--- config.mk ---
export PLATFORM = sky130hd
export DESIGN_NAME = mem_access_sequencer
export DESIGN_NICKNAME = d
export VERILOG_FILES = /design/src/rtl/mem_pkg.sv /design/src/rtl/mem_seq_fsm.sv /design/src/rtl/mem_access_sequencer.sv
export SDC_FILE = /design/constraint.sdc
export NUM_CORES = 1
export LEC_CHECK = 0
export BUFFER_PORTS_ARGS = -buffer_cell sky130_fd_sc_hd__buf_2
export CAP_MARGIN = 15
export CORE_MARGIN = 2
export CORE_UTILIZATION = 43
export DETAILED_ROUTE_END_ITERATION = 7
export PLACE_DENSITY = 0.8
export SETUP_SLACK_MARGIN = 0.2
export SYNTH_ARGS = -nofsm -noshare
export SYNTH_HDL_FRONTEND = slang
export SYNTH_SLANG_ARGS = --single-unit
export TNS_END_PERCENT = 30
--- constraint.sdc ---
create_clock -name clk -period 2.27 [get_ports clk]
set_clock_uncertainty 0.2 [all_clocks]
set_input_delay 0.227 -clock clk [delete_from_list [all_inputs] [get_ports clk]]
set_output_delay 0.227 -clock clk [all_outputs]
set_load 0.02 [all_outputs]
--- src/rtl/mem_pkg.sv ---
// Shared encodings for the memory access sequencer: request opcodes and FSM states.
package mem_pkg;

    typedef enum logic [1:0] {
        OP_FETCH = 2'b00,
        OP_LOAD  = 2'b01,
        OP_STORE = 2'b10,
        OP_RSVD  = 2'b11
    } op_e;

    typedef enum logic [1:0] {
        ST_IDLE    = 2'b00,
        ST_ISSUE   = 2'b01,
        ST_CAPTURE = 2'b10,
        ST_RESP    = 2'b11
    } state_e;

endpackage

--- src/rtl/mem_seq_fsm.sv ---
// Control FSM for one memory access per request; all outputs are registered.
//   state      | meaning
//   ST_IDLE    | ready for a request, MAR/MBR load on acceptance
//   ST_ISSUE   | address on the memory port, write strobe for stores
//   ST_CAPTURE | read data valid on mem_data_out, MBR loads it
//   ST_RESP    | response held until rsp_ready
module mem_seq_fsm
    import mem_pkg::*;
(
    input  logic   clk,
    input  logic   reset_n,
    input  logic   req_valid,
    input  logic   req_bad,
    input  logic   req_store,
    input  logic   rsp_ready,
    output state_e state,
    output logic   req_ready,
    output logic   rsp_valid,
    output logic   mem_write_enable
);

    always_ff @(posedge clk or negedge reset_n) begin
        if (!reset_n) begin
            state            <= ST_IDLE;
            req_ready        <= 1'b1;
            rsp_valid        <= 1'b0;
            mem_write_enable <= 1'b0;
        end else begin
            case (state)
                ST_IDLE: begin
                    if (req_valid) begin
                        req_ready <= 1'b0;
                        if (req_bad) begin
                            state     <= ST_RESP;
                            rsp_valid <= 1'b1;
                        end else begin
                            state            <= ST_ISSUE;
                            mem_write_enable <= req_store;
                        end
                    end
                end
                ST_ISSUE: begin
                    // the write strobe doubles as the "this is a store" flag
                    mem_write_enable <= 1'b0;
                    if (mem_write_enable) begin
                        state     <= ST_RESP;
                        rsp_valid <= 1'b1;
                    end else begin
                        state <= ST_CAPTURE;
                    end
                end
                ST_CAPTURE: begin
                    state     <= ST_RESP;
                    rsp_valid <= 1'b1;
                end
                ST_RESP: begin
                    if (rsp_ready) begin
                        state     <= ST_IDLE;
                        rsp_valid <= 1'b0;
                        req_ready <= 1'b1;
                    end
                end
                default: begin
                    state            <= ST_IDLE;
                    req_ready        <= 1'b1;
                    rsp_valid        <= 1'b0;
                    mem_write_enable <= 1'b0;
                end
            endcase
        end
    end

endmodule

--- src/rtl/mem_access_sequencer.sv ---
// CPU-side main-memory initiator: owns MAR/MBR and runs one synchronous access per request.
module mem_access_sequencer
    import mem_pkg::*;
#(
    parameter int ADDR_W    = 16,
    parameter int DATA_W    = 16,
    parameter int MEM_WORDS = 16384
) (
    input  logic              clk,
    input  logic              reset_n,
    input  logic              req_valid,
    output logic              req_ready,
    input  logic [1:0]        req_op,
    input  logic [ADDR_W-1:0] req_addr,
    input  logic [DATA_W-1:0] req_wdata,
    output logic              rsp_valid,
    input  logic              rsp_ready,
    output logic [1:0]        rsp_op,
    output logic [DATA_W-1:0] rsp_data,
    output logic              rsp_err,
    output logic [ADDR_W-1:0] mem_addr,
    output logic [DATA_W-1:0] mem_data_in,
    output logic              mem_write_enable,
    input  logic [DATA_W-1:0] mem_data_out,
    output logic [ADDR_W-1:0] mar_q,
    output logic [DATA_W-1:0] mbr_q
);

    // one extra bit so a MEM_WORDS equal to 2**ADDR_W does not truncate to zero
    localparam logic [ADDR_W:0] MEM_LIMIT = (ADDR_W + 1)'(MEM_WORDS);

    state_e state;
    logic   req_bad;
    logic   req_store;
    logic   accept;

    assign req_bad   = ({1'b0, req_addr} >= MEM_LIMIT) || (req_op == OP_RSVD);
    assign req_store = (req_op == OP_STORE);
    assign accept    = (state == ST_IDLE) && req_valid;

    mem_seq_fsm u_fsm (
        .clk              (clk),
        .reset_n          (reset_n),
        .req_valid        (req_valid),
        .req_bad          (req_bad),
        .req_store        (req_store),
        .rsp_ready        (rsp_ready),
        .state            (state),
        .req_ready        (req_ready),
        .rsp_valid        (rsp_valid),
        .mem_write_enable (mem_write_enable)
    );

    always_ff @(posedge clk or negedge reset_n) begin
        if (!reset_n) begin
            mar_q <= '0;
        end else if (accept) begin
            mar_q <= req_addr;
        end
    end

    always_ff @(posedge clk or negedge reset_n) begin
        if (!reset_n) begin
            mbr_q <= '0;
        end else if (accept) begin
            mbr_q <= req_bad ? '0 : req_wdata;
        end else if ((state == ST_ISSUE) && mem_write_enable) begin
            mbr_q <= '0;
        end else if (state == ST_CAPTURE) begin
            mbr_q <= mem_data_out;
        end
    end

    always_ff @(posedge clk or negedge reset_n) begin
        if (!reset_n) begin
            rsp_op  <= '0;
            rsp_err <= 1'b0;
        end else if (accept) begin
            rsp_op  <= req_op;
            rsp_err <= req_bad;
        end
    end

    assign rsp_data    = mbr_q;
    assign mem_addr    = mar_q;
    assign mem_data_in = mbr_q;

endmodule

==> results.toml <==
[run_status]
outcome = "completed"

[finish]
finalNetCount = 425
area_delta_synth_final_pct = 34.6
seqCellArea_um2 = 1000
nFillCells = 456
multi_input_area_um2 = 847
fin_cells = 437
diodes = 0
drive_gt1_frac = 0.469

[sta]
fin_crit_sh = 0.825
whs_ns = 0.0138
worst_pin_slew_ns = 0.480
setup_viol = 0
max_freq_mhz = 534
post-route-min-period_ns = 1.87
hold_violations = 0
fin_ws_ns = 0.396
tns_ns = 0
rsz0062_at_grt = "false"
maxSlewViolCount = 0
max_slew_margin = 0.679

[logic_synthesis]
ys_types = 31
ys_top_cells_by_area = "dfrtp_1 (42%), buf_4 (16%), nand2_1 (8.9%)"
yosysTopAreaCellShare = 0.422
synth_nets = 298
ys_seq_area_frac = 0.434
synthTopCellsByCount = "nand2_1 (55), buf_4 (50), dfrtp_1 (39), o21ai_0 (17), nand3_1 (16)"
syn_area_um2 = 2310
synthCells = 239
avgSynthCellArea_um2 = 9.67
ys.flop_type = "dfrtp_1"
synth_top_area_cell = "dfrtp_1"
yosys.cell_count.top_type = "nand2_1"
synth-edff-count = 0
ys_ff_latch = 40
synth_warnings = 0
async_flop_share = 1.00

[power_and_ir_drop]
ir_drop_mv = 0.655
p_per_area_nw_per_um2 = 1570
leakagePower_nw = 1.64

[route]
drc = 0
drt_iter0_drc = 108
wire_per_inst_um = 14.3
firstDrtPassIters = 4
vias = 2122
drt-total-wl_um = 6230
ant_nets = 0
avgViaCountPerCell = 4.86

[cts]
root_buffer = "clkbuf_8"
cts_tree = "yes"
cts.sinks = 40
clk_path_buf_depth = 2
clk_pin_slew_ns = 0.07
postCtsSetupRepairBufs = 0
h-tree-depth = 2
clock_latency_ns = 0.28
cts_buffers = 5

[floorplanning]
row_count = 26
core_area_um2 = 5140
dieWidth_um = 77.3
start_util = 0.450
die_area_um2 = 5980
io_pins = 140
fp.dieH_um = 77.3

[global_route]
antenna_found_initial = 0
gr-usage-all-layers = 0.201
grt_pass1_vias = 2009
grt_overflow = 0
grt_pass1_wl_um = 9490
grt_max_degree = 23

[worst_setup_path]
cp_max_fo = 22
worstPathRequired_ns = 2.27
arrival_ns = 1.88
critPathCaptureType = "register"
path_class = "register to register"
startpoint_type = "register"

[placement]
pre_cts_slack_ns = 0.348
dp_cells = 398
hpwl_um = 4230
port_buffers = 139
routabilityCongestion = 0.839

[hold_path]
hold_path_class = "input port to register"

[flow_run]
cap_violations = 0
-- worst max-delay path, cell delays in order (launching register included) --
cell and delay, ns:
dfrtp_1 0.42, inv_1 0.13, ha_2 0.29, and2_1 0.18, buf_4 0.28, nand3_1 0.12
a2bb2oi_1 0.17
-- per-stage QoR --
| stage | area [um^2] | total power (W) | utilization |
|---|---|---|---|
| after floorplan | 2310 | 0.00398 | - |
| after global placement | 2720 | 0.00434 | 0.528 |
| after detailed placement | 2720 | 0.00442 | 0.528 |
| after CTS | 3100 | 0.00491 | 0.603 |
| after global routing | 3110 | 0.00521 | 0.605 |
| final | 3110 | 0.00490 | 0.605 |
-- final cells by class --
cell class,count,share of cell area
clock buffers,7,0.0245
inverters,5,0.00603
well taps,70,0.0282
clock inverters,1,0.00161
repair buffers,179,0.345
multi-input cells,135,0.272
flip-flops and latches,40,0.322
-- state kept, by name, summed over array words and instances, names as in the netlist --
name                    cells
u_fsm.req_ready             1
mbr_q                      16
u_fsm.mem_write_enable      1
rsp_err                     1
mar_q                      16
u_fsm.state                 2
rsp_op                      2
u_fsm.rsp_valid             1
-- final timing paths --
| kind | start | endpoint | slack, ns | cells past startpoint |
|---|---|---|---|---|
| max in group asynchronous | reset_n | mar_q[8] | 1.19 | 3 |
| max reg2reg | u_fsm.state[0] | mbr_q[2] | 0.40 | 6 |
| min reg2reg | mar_q[3] | mar_q[3] | 0.29 | 2 |
| min | req_wdata[13] | mbr_q[13] | 0.01 | 3 |
| min in group asynchronous | reset_n | mar_q[13] | 0.14 | 2 |
| max | u_fsm.state[0] | mbr_q[2] | 0.40 | 6 |
-- per-layer routing --
layer  up-vias  track usage  routed length (um)
li1       1002            -                   -
met2        98        0.362                3300
met3        10       0.0365                 294
met5         -            0                   0
met1      1012        0.232                2510
met4         0       0.0821                 126
-- placed cells by master (no fill, tap or decap), types with 3 or more instances in the layout --
cell / n
a2bb2oi_2: 11
dlygate4sd3_1: 31
nand3_1: 16
a21oi_1: 3
nand2_1: 55
dfrtp_1: 39
nor2_1: 6
inv_1: 5
o21ai_0: 17
ha_1: 4
clkbuf_8: 5
buf_2: 139
a2bb2oi_1: 5
buf_4: 9
-- logic make-up after synthesis --
logic type      count (synthesis)  synth area share
compound gates                 42             0.167
fa+ha+maj                       5            0.0271
flops                          40             0.434
simple gates                   86             0.162
mux                             2           0.00920
buf+inv                        64             0.201
-- power by group --
group          switching (W)  internal (W)
Clock               0.000230      0.000216
Combinational        0.00189       0.00117
Sequential          0.000320       0.00107
Total                0.00244       0.00246
-- timing repair --
item | in CTS | in global routing
hold buffers | 30 | 1
endpoints found under the setup margin | 0 | 3
gates resized for setup | 0 | 1
hold endpoints to repair | 69 | 1
Power figures use the tool's default switching activity.
